<file path="config.mk">
export PLATFORM = sky130hd
export DESIGN_NAME = mux_rr_reg
export DESIGN_NICKNAME = d
export VERILOG_FILES = /design/src/rtl/mux_rr_reg_pkg.sv /design/src/rtl/mux_rr_reg_rr_arbiter.sv /design/src/rtl/mux_rr_reg.sv
export SDC_FILE = /design/constraint.sdc
export NUM_CORES = 1
export LEC_CHECK = 0
export CORE_ASPECT_RATIO = 0.75
export CORE_MARGIN = 4
export CORE_UTILIZATION = 40
export DETAILED_ROUTE_END_ITERATION = 12
export PLACE_DENSITY = 0.83
export SETUP_SLACK_MARGIN = 0.1
export SYNTH_ARGS = -nofsm -noshare
export SYNTH_HDL_FRONTEND = slang
export SYNTH_HIERARCHICAL = 1
export SYNTH_SLANG_ARGS = --single-unit
</file>
<file path="constraint.sdc">
create_clock -name clk -period 2.5 [get_ports clk]
set_clock_uncertainty 0.05 [all_clocks]
set_input_delay 0.5 -clock clk [delete_from_list [all_inputs] [get_ports clk]]
set_output_delay 0.5 -clock clk [all_outputs]
set_load 0.1 [all_outputs]
</file>
<file path="src/rtl/mux_rr_reg_pkg.sv">
// mux_rr_reg_pkg: shared mode constants and select-width helper for mux_rr_reg
package mux_rr_reg_pkg;
  localparam int MODE_FIXED = 0;
  localparam int MODE_RR    = 1;
  // select width is at least one bit even for two channels
  function automatic int sel_width(input int n);
    return (n <= 2) ? 1 : $clog2(n);
  endfunction
endpackage

</file>
<file path="src/rtl/mux_rr_reg_rr_arbiter.sv">
// rr_arbiter: first valid channel searching from i_ptr upward with wrap
// Ports: i_valid per-channel request, i_ptr search start, o_grant winning index, o_found any request
module rr_arbiter #(
  parameter int N  = 3,
  parameter int SW = 2
) (
  input  logic [N-1:0]  i_valid,
  input  logic [SW-1:0] i_ptr,
  output logic [SW-1:0] o_grant,
  output logic          o_found
);
  function automatic int wrap(input int p, input int k);
    return (p + k >= N) ? p + k - N : p + k;
  endfunction
  // scanning from the far end lets the nearest request to i_ptr win
  always_comb begin
    o_found = 1'b0;
    o_grant = '0;
    for (int k = N - 1; k >= 0; k--) begin
      if (i_valid[wrap(int'(i_ptr), k)]) begin
        o_found = 1'b1;
        o_grant = SW'(wrap(int'(i_ptr), k));
      end
    end
  end
endmodule

</file>
<file path="src/rtl/mux_rr_reg.sv">
// mux_rr_reg: N-channel mux into a registered output stage, fixed or round-robin select
// Ports: s fixed select, in_valid/in_data/in_ready upstream channels,
//        out_valid/out_data/out_chan/out_ready registered output, xfer_count accept counter
module mux_rr_reg
  import mux_rr_reg_pkg::*;
#(
  parameter int WIDTH = 16,
  parameter int N     = 3,
  parameter int MODE  = MODE_FIXED,
  localparam int SW   = sel_width(N)
) (
  input  logic               clk,
  input  logic               reset,
  input  logic [SW-1:0]      s,
  input  logic [N-1:0]       in_valid,
  input  logic [N*WIDTH-1:0] in_data,
  output logic [N-1:0]       in_ready,
  output logic               out_valid,
  output logic [WIDTH-1:0]   out_data,
  input  logic               out_ready,
  output logic [SW-1:0]      out_chan,
  output logic [15:0]        xfer_count
);
  logic             r_valid;
  logic [WIDTH-1:0] r_data;
  logic [SW-1:0]    r_chan;
  logic [SW-1:0]    r_ptr;
  logic [15:0]      r_count;
  logic [SW-1:0]    w_rr_grant;
  logic             w_rr_found;
  logic             w_fix_found;
  logic [SW-1:0]    w_grant;
  logic             w_found;
  logic             w_load;
  logic             w_accept;
  rr_arbiter #(.N(N), .SW(SW)) u_arb (
    .i_valid (in_valid),
    .i_ptr   (r_ptr),
    .o_grant (w_rr_grant),
    .o_found (w_rr_found)
  );
  // an out-of-range select grants nothing
  assign w_fix_found = (int'(s) < N) && in_valid[s];
  assign w_grant     = (MODE == MODE_RR) ? w_rr_grant : s;
  assign w_found     = (MODE == MODE_RR) ? w_rr_found : w_fix_found;
  assign w_load      = !r_valid || out_ready;
  assign w_accept    = !reset && w_load && w_found;
  assign in_ready    = w_accept ? N'(1) << w_grant : '0;
  always_ff @(posedge clk) begin
    if (reset) begin
      r_valid <= 1'b0;
      r_data  <= '0;
      r_chan  <= '0;
      r_ptr   <= '0;
      r_count <= '0;
    end else begin
      if (w_load) r_valid <= w_found;
      if (w_accept) begin
        r_data  <= in_data[int'(w_grant)*WIDTH +: WIDTH];
        r_chan  <= w_grant;
        r_count <= r_count + 16'd1;
        r_ptr   <= (int'(w_grant) == N - 1) ? '0 : w_grant + SW'(1);
      end
    end
  end
  assign out_valid  = r_valid;
  assign out_data   = r_data;
  assign out_chan   = r_chan;
  assign xfer_count = r_count;
endmodule

</file>
==> results.md <==
* Clock Power Share at 0.263
* Post-synth EDFFs at 0
* Crit-path max FO at 4
* Max clock buf depth at 2
* Post-layout nets at 373
* Fillers at roughly 410
* Antenna-violating nets left at 0
* Setup crit start: s[0]
* DP HPWL at 4384 um
* Post-synth net total at roughly 280
* Share of cells above drive strength 1 at 0.2366
* Ys async rst share at 0
* CTS clock-pin slew for the worst setup and hold paths at about 70 ps
* Worst rel slew slack at 0.5159
* Initial antenna violation count at 0
* YS warnings at 6
* Pre-antenna DRT Iters at 4
* Sequential share of the synthesized area at 0.3804
* Worst skew pair latency at about 280 ps
* Antenna fix cells at 0
* Root buffer cell: clkbuf_8
* Vias per inst at roughly 5.5
* Initial Util at 0.4123
* Worst vdd ir at between 0.3 and 0.4 mV
* Number of DRC violations after detailed routing at 0
* Critical Path End Type: output pin
* Mapped Area at approximately 1800 um^2
* Yosys top cell by area: dfxtp_1
* Power per cell area at around 510 nW/um^2
* Dpl cells at roughly 370
* Largest net degree at the start of global routing at 31
* Achievable frequency at about 0.43 GHz
* Setup Crit Path Kind: in2out
* R2r setup slk at ~600 ps
* First-pass GRT wire length at ~9000 um
* Ranking of synthesized cells by area: dfxtp_1 38%, a21oi_1 11%, mux2i_1 10%
* Pint at about 0.96 mW
* Status: finished, final reports clean
* Global-route usage over all layers at 0.1936
* Die Ht at ~67 um
* Final wirelength at roughly 5600 um
* H-tree depth at 2
* CP startpoint kind: input pin
* Total gr overflow at 0
* IO Pins at 94
* Min-delay worst type: reg2reg
* Vias in the first global route at ~1900
* Hold Startpoint: out_chan[0]$_SDFFE_PP0P_
* Slew @ Worst Pin at just over 700 ps
* DR WL/cell at about 15 um
* Cell Count, Final, Fillers Out at 374
* Wire length on met3 at about 470 um
* CTS tree: done
* Core area at 4467 um^2
* Syn avg cell area at approximately 8.4 um^2
* Synth top area share at 0.3804
* Num CTS Buffers at 5
* M1 wire length at between 2000 and 2500 um
* Final Cell Area at around 3000 um^2
* Commonest non-fill, non-tap cells in the layout: 51 x buf_4, 50 x clkdlybuf4s50_1, 42 x a21oi_1
* Leak pwr at about 1.2 nW
* Final Core Density at 0.6611
* I/O Buffers at slightly above 90
* Minimum clock period at about 2300 ps
* Final setup fails at 0
* P_sw at between 0.5 and 0.6 mW
* Commonest non-fill, non-tap cell in the layout: buf_4
* Tcrit/Tclk final at 0.9313
* Vias after detailed routing at just over 2000
* Worst R2R Path Depth at 5
* Area Overhead vs Synth at 60.33%
* Placer Congestion at around 0.74
* Die area at roughly 5800 um^2
* WL met2 at about 2700 um
* Pwr Total at between 1 and 1.5 mW
* Row count at 21
* Register bit total from synthesis at 35
* Ys flop type: dfxtp_1
* Setup TNS at 0 ps
* Slew Viols, Final at 0
* Post-CTS Setup Bufs at 0
* Hold Fails Final Rpt at 0
* RSZ-0062 raised after global routing: false
* FF-to-FF End: xfer_count[12]$_SDFFE_PP0P_
* Crit path to: in_ready[0]
* R2R Path Start: xfer_count[0]$_SDFFE_PP0P_
* Top Layer Used: met4
* Detailed Route Iter0 Violations at 80
* Worst Path Required at 1950 ps
* Switching Share at 0.3572
* Post-DP Area at 2845 um^2
* Die X at approximately 86 um
* Post-synthesis cell type count at 34
* Critical Path AT at roughly 1800 ps
* Cells after synthesis at 219
* CTS Sinks at 35
* Logic pwr share at 0.337
* Max_cap viols at 0
* Reg power frac at 0.400
==> per-layer routing <==
layer,vias to the layer above,global-route usage
met2,65,0.3464
met4,0,0.04086
met5,-,0
li1,1022,-
met1,947,0.2252
met3,5,0.06428
==> cell families after synthesis <==
logic type                 Yosys count  synth area share
buffers and inverters               22           0.05434
AOI/OAI and AO/OA                   78            0.2602
and+or+nand+nor                     61            0.1766
muxes                               22            0.1216
adders and majority gates            1          0.006792
DFF                                 35            0.3804
==> registers in the layout (all words and copies together) (netlist names) <==
| signal | cells |
|---|---|
| out_data | 16 |
| xfer_count | 16 |
| out_chan | 2 |
| out_valid | 1 |
==> power groups by stage <==
stage	Sequential (mW)	Clock, mW	Combinational [mW]
6_report	0.599	0.393	0.503
5_1_grt	0.602	0.424	0.532
4_1_cts	0.599	0.396	0.503
3_5_place_dp	0.611	0	0.502
3_3_place_gp	0.611	0	0.494
2_1_floorplan	0.785	0	0.147
==> area by class of cell <==
cell class,instances,area (um^2),area share
Multi-Input combinational cell,162,1082,0.3665
Timing Repair Buffer,109,998.5,0.3381
Sequential cell,35,704.4,0.2386
Clock buffer,7,76.32,0.02585
Tap cell,57,71.32,0.02415
Inverter,3,15.01,0.005085
Clock inverter,1,5.005,0.001695
==> worst min path at each step <==
stage / endpoint / slack, ps / depth (start not counted)
3_3_place_gp: out_chan[0]$_SDFFE_PP0P_ / 420 / 2
4_1_cts: out_chan[0]$_SDFFE_PP0P_ / 440 / 2
2_1_floorplan: xfer_count[1]$_SDFFE_PP0P_ / 640 / 2
6_report: out_chan[0]$_SDFFE_PP0P_ / 440 / 2
3_5_place_dp: out_chan[0]$_SDFFE_PP0P_ / 430 / 2
5_1_grt: xfer_count[1]$_SDFFE_PP0P_ / 480 / 2
==> per-stage QoR <==
stage                     setup WS, ps  hold WS, ps
final                            171.8        436.8
after global routing             142.9        476.1
after CTS                        101.9        441.9
after detailed placement        -169.1        430.1
after global placement          -72.51        422.8
after floorplan                 -413.0        644.6
==> cells in the mapped netlist, drive strengths merged, types with 2 or more instances <==
cell type  count
a21oi         42
or4            7
nand4          4
inv            3
mux2           3
clkbuf        14
buf            5
o21ai          3
a211oi        16
nand2b         2
o41ai          2
mux2i         19
nand2          7
and4           2
o31ai          8
nor4           4
o311ai         2
o21a           2
nand3          8
nor2          19
dfxtp         35
nor2b          3
and3           2
==> timing repair <==
item | CTS | global route
pin swaps | 0 | 1
setup endpoints to repair | 3 | 3
gates resized for setup | 4 | 8
hold buffers | 0 | 0
==> critical path, stage by stage <==
cell	delay [ps]
dlygate4sd2_1	290
mux2i_2	180
mux2_4	310
nor4_4	270
buf_12	210
Note: power is estimated with default switching activity, not from simulation.
